`src/rtl/clk_pkg.sv`:
```
// Shared constants, hour type and 24h->12h mapping for the clock hour counter.
package clk_pkg;

    localparam int HR_MAX_DEF = 23;
    localparam int NOON       = 12;
    localparam int HR_W       = 5;

    typedef logic [HR_W-1:0] hr_t;

    // 0 -> 12, 1..12 unchanged, 13..23 -> hr-12
    function automatic hr_t hr24_to_12(hr_t h);
        if (h == '0) begin
            return hr_t'(NOON);
        end
        if (h > hr_t'(NOON)) begin
            return h - hr_t'(NOON);
        end
        return h;
    endfunction

endpackage

```
`src/rtl/hr_bin2bcd.sv`:
```
// Combinational 5-bit binary to two-digit BCD converter for the hour display.
module hr_bin2bcd
    import clk_pkg::*;
(
    input  hr_t        bin,
    output logic [7:0] bcd
);

    always_comb begin
        bcd = 8'h00;
        if (bin >= 5'd30) begin
            bcd = {4'd3, 4'(bin - 5'd30)};
        end else if (bin >= 5'd20) begin
            bcd = {4'd2, 4'(bin - 5'd20)};
        end else if (bin >= 5'd10) begin
            bcd = {4'd1, 4'(bin - 5'd10)};
        end else begin
            bcd = {4'd0, 4'(bin)};
        end
    end

endmodule

```
`src/rtl/clk_count_hr_cfg.sv`:
```
// Run-time 12h/24h hour counter with load, up/down count and day-rollover ticks.
// Define CLK_HR_BCD_EN for BCD hr_out/load_val instead of plain binary.
module clk_count_hr_cfg
    import clk_pkg::*;
#(
    parameter int WIDTH  = 8,
    parameter int HR_MAX = HR_MAX_DEF
) (
    input  logic             CLK,
    input  logic             rst,
    input  logic             rst_counters,
    input  logic             mode_12,
    input  logic             count_up_hr,
    input  logic             count_dn_hr,
    input  logic             load_en,
    input  logic [WIDTH-1:0] load_val,
    output logic [WIDTH-1:0] hr_out,
    output logic             pm,
    output logic             day_up_tick,
    output logic             day_dn_tick,
    output logic             load_err
);

    hr_t  hr_q, hr_d;
    logic up_q, up_d;
    logic dn_q, dn_d;
    logic err_q, err_d;

    hr_t  load_hr;
    logic load_ok;
    hr_t  disp;

`ifdef CLK_HR_BCD_EN
    logic [3:0] tens;
    logic [3:0] units;
    logic [7:0] load_bin;
    logic [7:0] disp_bcd;

    assign tens     = load_val[7:4];
    assign units    = load_val[3:0];
    assign load_bin = {4'd0, tens} * 8'd10 + {4'd0, units};

    // Anything above the two digits must be zero to count as a legal hour
    assign load_ok  = (tens <= 4'd9) && (units <= 4'd9)
                   && ((load_val >> 8) == '0)
                   && (load_bin <= 8'(HR_MAX));
    assign load_hr  = load_bin[HR_W-1:0];

    hr_bin2bcd u_bcd (
        .bin (disp),
        .bcd (disp_bcd)
    );

    always_comb begin
        hr_out      = '0;
        hr_out[7:0] = disp_bcd;
    end
`else
    assign load_ok = (load_val <= WIDTH'(HR_MAX));
    assign load_hr = load_val[HR_W-1:0];
    assign hr_out  = WIDTH'(disp);
`endif

    assign disp = mode_12 ? hr24_to_12(hr_q) : hr_q;
    assign pm   = (hr_q >= hr_t'(NOON));

    always_comb begin
        hr_d  = hr_q;
        up_d  = 1'b0;
        dn_d  = 1'b0;
        err_d = 1'b0;
        if (rst || rst_counters) begin
            hr_d = '0;
        end else if (load_en) begin
            if (load_ok) begin
                hr_d = load_hr;
            end else begin
                err_d = 1'b1;
            end
        end else if (count_up_hr && count_dn_hr) begin
            hr_d = hr_q;
        end else if (count_up_hr) begin
            if (hr_q == hr_t'(HR_MAX)) begin
                hr_d = '0;
                up_d = 1'b1;
            end else begin
                hr_d = hr_q + 1'b1;
            end
        end else if (count_dn_hr) begin
            if (hr_q == '0) begin
                hr_d = hr_t'(HR_MAX);
                dn_d = 1'b1;
            end else begin
                hr_d = hr_q - 1'b1;
            end
        end
    end

    always_ff @(posedge CLK) begin
        if (rst) begin
            hr_q  <= '0;
            up_q  <= 1'b0;
            dn_q  <= 1'b0;
            err_q <= 1'b0;
        end else begin
            hr_q  <= hr_d;
            up_q  <= up_d;
            dn_q  <= dn_d;
            err_q <= err_d;
        end
    end

    assign day_up_tick = up_q;
    assign day_dn_tick = dn_q;
    assign load_err    = err_q;

endmodule

```
`config.mk`:
```
export PLATFORM = sky130hd
export DESIGN_NAME = clk_count_hr_cfg
export DESIGN_NICKNAME = d
export VERILOG_FILES = /design/src/rtl/clk_pkg.sv /design/src/rtl/hr_bin2bcd.sv /design/src/rtl/clk_count_hr_cfg.sv
export SDC_FILE = /design/constraint.sdc
export NUM_CORES = 1
export LEC_CHECK = 0
export ABC_AREA = 1
export BUFFER_PORTS_ARGS = -buffer_cell sky130_fd_sc_hd__buf_2
export CAP_MARGIN = 20
export CORE_MARGIN = 2
export CORE_UTILIZATION = 44
export DETAILED_ROUTE_END_ITERATION = 7
export PLACE_DENSITY = 0.72
export SKIP_LAST_GASP = 1
export SLEW_MARGIN = 20
export SYNTH_ARGS = -nofsm -noshare
export SYNTH_HDL_FRONTEND = slang
export SYNTH_SLANG_ARGS = --single-unit
export TNS_END_PERCENT = 10
```
`constraint.sdc`:
```
create_clock -name CLK -period 1.2 [get_ports CLK]
set_input_delay 0.06 -clock CLK [delete_from_list [all_inputs] [get_ports CLK]]
set_output_delay 0.06 -clock CLK [all_outputs]
set_load 0.02 [all_outputs]
```
* Word-level counts from Yosys, hierarchy flattened
Cells that the tools add are included.
Word-level totals: bits in registers 8, word-level logic and storage cells 42, input port bits 15, output and inout port bits 12
Cells by class: multiplexer cells 17, reduce and logical (&&, ||, !) cells 9, equal/unequal tests 3, add/sub/neg operators 3, bitwise operators 3, magnitude comparators 3
Operators with widths (number):
- $mux 5 | 12
- $le 8x5->1 const B | 1
- $reduce_or 6->1 | 1
- $add 5x1->5 const B | 1
- $eq 5x5->1 const B | 1
- $ge 5x4->1 const B | 1
- $gt 5x4->1 const B | 1
- $logic_not 5->1 | 1
- $mux 1 | 5
- $reduce_or 5->1 | 1
- $sub 5x1->5 const B | 1
- $sub 5x4->5 const B | 1
- $not 1->1 | 3
- $reduce_and 3->1 | 1
- $reduce_bool 3->1 | 1
- $reduce_or 3->1 | 1
- $ne 2x1->1 const B | 1
- $ne 2x2->1 const B | 1
- $reduce_or 2->1 | 1
- $logic_and 1x1->1 | 1
- $logic_or 1x1->1 | 1

* Logic depth before layout (Yosys ltp)
Gate-level depths: netlist (run 1).
depth after elaboration 6, gate-level depth with buffers 10, mapped depth without buffers 9

* Worst setup path after synthesis (run 1)
OpenSTA, ideal clock, no wires.
path type register to output, start point register hr_q[0], end point output hr_out[3], path slack -0.151 ns, arrival 1.291 ns, buffers on the path 0, data required time 1.140 ns, cell stages (with the launch flop) 7, cells stage by stage dfxtp_1 > inv_1 > ha_1 > nand3_1 > nand3_1 > inv_1 > o211ai_1
On the way: word-level cells in the longest chain between the ends 6, elaborated cells on any way between the ends 10, those cells by class add/sub (1); order compare (1); mux (7); reduce/logical (1)
Ends and longest elaborated chain:
- from (decl) | RTL line clk_count_hr_cfg.sv:24 | hr_t hr_q, hr_d;
- from (signal assigned) | RTL line clk_count_hr_cfg.sv:106 | hr_q <= hr_d;
- $gt 5x4->1 | RTL line clk_pkg.sv:15 | if (h > hr_t'(NOON)) begin
- $mux 1 (2 in series) | RTL line clk_pkg.sv:15
- $mux 5 | RTL line clk_pkg.sv:18 | return h;
- $mux 5 (*) | RTL line clk_pkg.sv:15
- $mux 5 (*) | RTL line clk_count_hr_cfg.sv:64 | assign disp = mode_12 ? hr24_to_12(hr_q) : hr_q;
- to (decl) | RTL line clk_count_hr_cfg.sv:17 | output logic [WIDTH-1:0] hr_out,
Every way passes the cells marked *; elsewhere a longest branch is shown, timed or not. The select of a mux whose other input is x is not followed.

* Final worst setup path (run 1)
start point register hr_q[1], end point output hr_out[3]
The elaborated chain is that of the path after synthesis.

==> flow_summary.toml, run 1 <==
[yosys]
syn_area_um2 = 803
synth_largest_area_cell = "dfxtp_1"
synth_area_leaders = "dfxtp_1 20%, nand2_1 15%, nand3_1 11%"
synth-seq-area-share_pct = 19.9
synth_ff_type = "dfxtp_1"
ys_ff_latch = 8
synth_cells = 128
synth_edf_count = 0
ys_warn_count = 0
yosys.cell_types.count = 27
synth_top_area_share_pct = 19.9
async_flop_share_pct = 0
postSynthAreaPerCell_um2 = 6.28

[power]
p_int_uw = 554
p_seq_share_pct = 32.6
clkPwrFrac_pct = 27.2
switching_share_pct = 37.2
p_total_uw = 882
peakVddDrop_mv = 0.610
p_switching_uw = 328
p_comb_share_pct = 40.2
p_leak_uw = 0.000612
power.density_nw_per_um2 = 739

[routing]
dr.pass1.iters = 4
drt_iter0_drc = 23
viasPerCell = 4.82
drc = 0
detail_route.wl_per_cell_um = 11.2
wirelength_um = 2210
postRouteAntennaNets = 0
vias = 950

[floorplanning]
die_w_um = 46.7
io_pins = 27
die-height_um = 46.7
core_um2 = 1730
dieArea_um2 = 2180
initial_core_util_pct = 46.5
rows = 15

[sta]
fmax_mhz = 683
setup_violations = 11
holdWs_ns = 0.0632
rsz0062_at_grt = "yes"
finClkSkew_ns = 0.0146
layout_min_cycle_time_ns = 1.46
maxSlewViolCount = 0
period_share_pct = 122
setup_slack_ns = -0.265
hold_viol_final = 0

[setup_path]
reg2reg_depth = 9
reg2reg_from = "hr_q[0]$_SDFFE_PP0P_"
start_kind = "flip-flop"
r2r-end = "hr_q[4]$_SDFFE_PP0P_"
worstPathRequired_ns = 1.14
arrival_ns = 1.40
crit_type = "flip-flop to output pin"
reg2reg_slack_ns = -0.19
cp_max_fo = 3
end_kind = "output pin"

[hold_path]
min_from = "load_val[0]"
hold_class = "input pin to flip-flop"
hold_depth = 3
whs_endpoint = "hr_q[0]$_SDFFE_PP0P_"

[run_status]
failed_checks = "negative setup slack"
status = "finished with violations"

[cells_and_area]
layout-drive-gt1-share_pct = 45.3
nets = 194
fin_util_pct = 69.1
layout_commonest_cell = "nand2_1"
mostFrequentLayoutCells = "30 x nand2_1, 22 x buf_2, 21 x buf_4, 15 x nand3_1, 10 x nor2_1"
final_cell_count_no_fill = 197
antenna_cells = 0
area_growth_pct = 48.6

[grt]
grt_pass1_vias = 851
grt_pass1_wl_um = 3380
grt-ovfl-total = 0
grt_usage_pct = 22.1
grt_max_degree = 11
antenna_found_initial = 0

[placement]
place_inst = 186
dp_hpwl_um = 1690
place_congestion = 0.858
dp_worst_setup_slack_ns = -0.118
io_buffers = 23

[run]
maxCapViolCount = 0

[cts]
cts_tree = "done"
cts.path.max_buffers = 2
cts_hold_buf = 0
clock-sinks = 8
path_clk_slew_ns = 0.07
cts-buffers-inserted = 3
cts_htree_levels = 1
clock_latency_ns = 0.27
clock-root-buffer = "clkbuf_4"
==> cell usage after synthesis, types with 2 or more instances <==
master	n
xor2_1	2
a21oi_1	10
nand2_2	2
nor2_1	11
buf_6	3
buf_4	3
inv_2	2
ha_1	6
nand2_1	32
nand3_1	18
o21ai_0	3
inv_1	13
nor2_2	2
dfxtp_1	8
==> cell families (layout without fill, tap and decap cells) <==
logic type | Yosys count | after routing | share of synthesized area (%)
buffers and inverters | 22 | 64 | 14.8
AO/OA/AOI/OAI | 17 | 17 | 11.7
other | 1 | 3 | 0.467
XOR/XNOR | 2 | 2 | 2.18
AND/OR/NAND/NOR | 72 | 72 | 41.6
adder cells (fa/ha/maj) | 6 | 6 | 9.35
flip-flops | 8 | 8 | 19.9
==> power groups by stage <==
stage | registers [uW] | clock network (uW) | logic (uW)
final | 288 | 240 | 355
after CTS | 288 | 244 | 338
after global routing | 289 | 248 | 391
after global placement | 295 | 0 | 305
after detailed placement | 295 | 0 | 311
after floorplan | 296 | 0 | 216
==> repair_timing <==
| action | in CTS | in global routing |
|---|---|---|
| endpoints found under the hold margin | 0 | 0 |
| setup endpoints to repair | 12 | 12 |
| resized for setup | 11 | 4 |
| pin swaps | 5 | 4 |
| setup buffers | 2 | 5 |
| gates cloned | 0 | 0 |
==> routing by layer <==
metal / part of all wire [%] / global-route usage [%] / up-vias / wire length, um
met5: 0 / 0 / - / 0
met4: 1.9 / 11.1 / 0 / 42
met3: 3.6 / 2.75 / 5 / 80
met2: 53 / 40.6 / 27 / 1180
met1: 41 / 24.8 / 422 / 912
li1: - / - / 496 / -
==> worst max-delay path by stage <==
stage | from | end | slack [ns]
detailed placement | hr_q[1]$_SDFFE_PP0P_ | hr_out[3] | -0.12
CTS | hr_q[3]$_SDFFE_PP0P_ | hr_out[3] | -0.28
finish | hr_q[1]$_SDFFE_PP0P_ | hr_out[3] | -0.26
floorplan | hr_q[2]$_SDFFE_PP0P_ | hr_q[2]$_SDFFE_PP0P_ | -0.03
global route | hr_q[1]$_SDFFE_PP0P_ | hr_out[3] | -0.33
global placement | hr_q[1]$_SDFFE_PP0P_ | hr_out[3] | -0.10
==> critical path, cell delays in order (launching register included) <==
cell      delay, ns
dfxtp_4        0.36
inv_4          0.06
ha_4           0.16
nand3_2        0.09
nand3_2        0.10
inv_2          0.04
o211ai_1       0.16
buf_4          0.16
==> registers in the layout, summed over array words and instances (netlist names) <==
name / cells
day_dn_tick: 1
day_up_tick: 1
hr_q: 5
load_err: 1
==> through the flow <==
stage | TNS, ns | cell area [um^2]
5_1_grt | -3.19 | 1190
4_1_cts | -2.01 | 1150
2_1_floorplan | -0.100 | 877
3_5_place_dp | -0.672 | 1070
6_report | -2.15 | 1190
3_3_place_gp | -0.482 | 1070
==> cell type report <==
| class | instances | area (um^2) |
|---|---|---|
| repair buffers | 44 | 279 |
| clock buffers | 4 | 26.3 |
| fillers | 165 | 533 |
| well taps | 25 | 31.3 |
| multi-input cells | 100 | 608 |
| flip-flops and latches | 8 | 176 |
| inverters | 16 | 72.6 |
Note: power is estimated with default switching activity, not from simulation.
==> run 2: changes to the inputs <==
Settings changed: SKIP_CTS_REPAIR_TIMING set to 1, SLEW_MARGIN 20 to 15.
==> run 2 against run 1 <==
Effect of this change: the flow still finishes with violations (negative setup slack); clock-buffer cell count is the same; utilization decreased by 2.0 points; first-iteration DRC count shrank 22%; sequential share of layout area grew 0.43 points; cell count decreased by 2.0%; global-route usage fell by 1.2 points; fmax decreased by 0.93%; flip-flop and latch count did not move; critical path depth unchanged; critical path type unchanged.
==> flow_summary.toml, run 2 (synthesis gave the netlist of run 1 again) <==
[cts]
cts.path.max_buffers = 2
path_clk_slew_ns = 0.07
cts_htree_levels = 1
cts-buffers-inserted = 3
clock_latency_ns = 0.27
cts_tree = "done"
clock-root-buffer = "clkbuf_4"
clock-sinks = 8

[setup_path]
crit_type = "flip-flop to output pin"
worstPathRequired_ns = 1.14
cp_max_fo = 4
reg2reg_from = "hr_q[2]$_SDFFE_PP0P_"
start_kind = "flip-flop"
end_kind = "output pin"
arrival_ns = 1.42
crit_path_start = "hr_q[3]$_SDFFE_PP0P_"

[routing]
detail_route.wl_per_cell_um = 11.0
dr.pass1.iters = 4
wirelength_um = 2130
postRouteAntennaNets = 0
drc = 0
vias = 923
viasPerCell = 4.78
drt_iter0_drc = 18

[sta]
rsz0062_at_grt = "yes"
holdWs_ns = 0.0610
period_share_pct = 123
hold_viol_final = 0
fmax_mhz = 676
layout_min_cycle_time_ns = 1.48
finClkSkew_ns = 0.0131
maxSlewViolCount = 0
setup_violations = 11
setup_slack_ns = -0.279

[cells_and_area]
largest-register = "hr_q"
layout-drive-gt1-share_pct = 44.0
fin_area_um2 = 1160
seqCellArea_um2 = 176
antenna_cells = 0
multiInputGateArea_um2 = 608
fin_util_pct = 67.2
area_growth_pct = 44.4
mostFrequentLayoutCells = "30 x nand2_1, 22 x buf_2, 18 x buf_4, 15 x nand3_1, 10 x nor2_1"
fillers = 167
largest_reg_flops = 5
nets = 190
layout_commonest_cell = "nand2_1"

[floorplanning]
io_pins = 27
rows = 15
die-height_um = 46.7
dieArea_um2 = 2180
core_um2 = 1730
initial_core_util_pct = 46.5
die_w_um = 46.7

[placement]
placedInstanceArea_um2 = 1070
dp_worst_setup_slack_ns = -0.118
dp_hpwl_um = 1690
place_congestion = 0.858
io_buffers = 23

[hold_path]
hold_class = "input pin to flip-flop"
min_from = "load_val[0]"

[run]
maxCapViolCount = 0

[run_status]
status = "finished with violations"
failed_checks = "negative setup slack"

[grt]
grt_pass1_vias = 807
grt_max_degree = 11
grt_pass1_wl_um = 3220
antenna_found_initial = 0
grt_usage_pct = 20.9
grt-ovfl-total = 0

[power]
p_leak_uw = 0.000594
power.density_nw_per_um2 = 759
peakVddDrop_mv = 0.587
[run 2: cell types whose count changed in the layout (fill, tap and decap cells not counted)]
cell | before | now
buf_6 | 1 | 0
buf_4 | 21 | 18
[run 2: report_power, final]
part | switching (uW) | internal, uW | total, uW
Sequential | 16.9 | 272 | 289
Clock | 110 | 128 | 238
Combinational | 197 | 156 | 353
Total | 324 | 555 | 880
[run 2: path summary, 6_finish.rpt]
| kind | to | slack [ns] | cells past startpoint |
|---|---|---|---|
| max | hr_out[3] | -0.28 | 7 |
| min | hr_q[0]$_SDFFE_PP0P_ | 0.06 | 3 |
| max reg2reg | hr_q[3]$_SDFFE_PP0P_ | -0.20 | 10 |
| min reg2reg | hr_q[0]$_SDFFE_PP0P_ | 0.57 | 3 |
[run 2: final cells by class]
cell class	instances	share of cell area [%]
Tap cell	25	2.70
Inverter	16	6.26
Sequential cell	8	15.2
Multi-Input combinational cell	100	52.4
Timing Repair Buffer	40	21.1
Clock buffer	4	2.27
[run 2: critical path, stage by stage, from the launching register on]
cell,delay (ns)
dfxtp_4,0.37
buf_4,0.14
a21oi_4,0.15
inv_2,0.05
nand3_2,0.08
inv_2,0.04
o211ai_1,0.15
buf_4,0.16
[run 2: through the flow]
stage	cells	TNS, ns	total power (uW)
floorplan	130	-0.100	512
global placement	186	-0.482	601
detailed placement	186	-0.672	607
CTS	190	-2.35	846
global route	193	-2.80	927
finish	193	-1.73	880
[run 2: routing by layer]
layer | track usage, % | vias up | share of wire (%)
li1 | - | 486 | -
met1 | 24.8 | 410 | 43
met2 | 36.7 | 24 | 51
met3 | 2.35 | 3 | 5.0
met4 | 11.1 | 0 | 1.3
met5 | 0 | - | 0
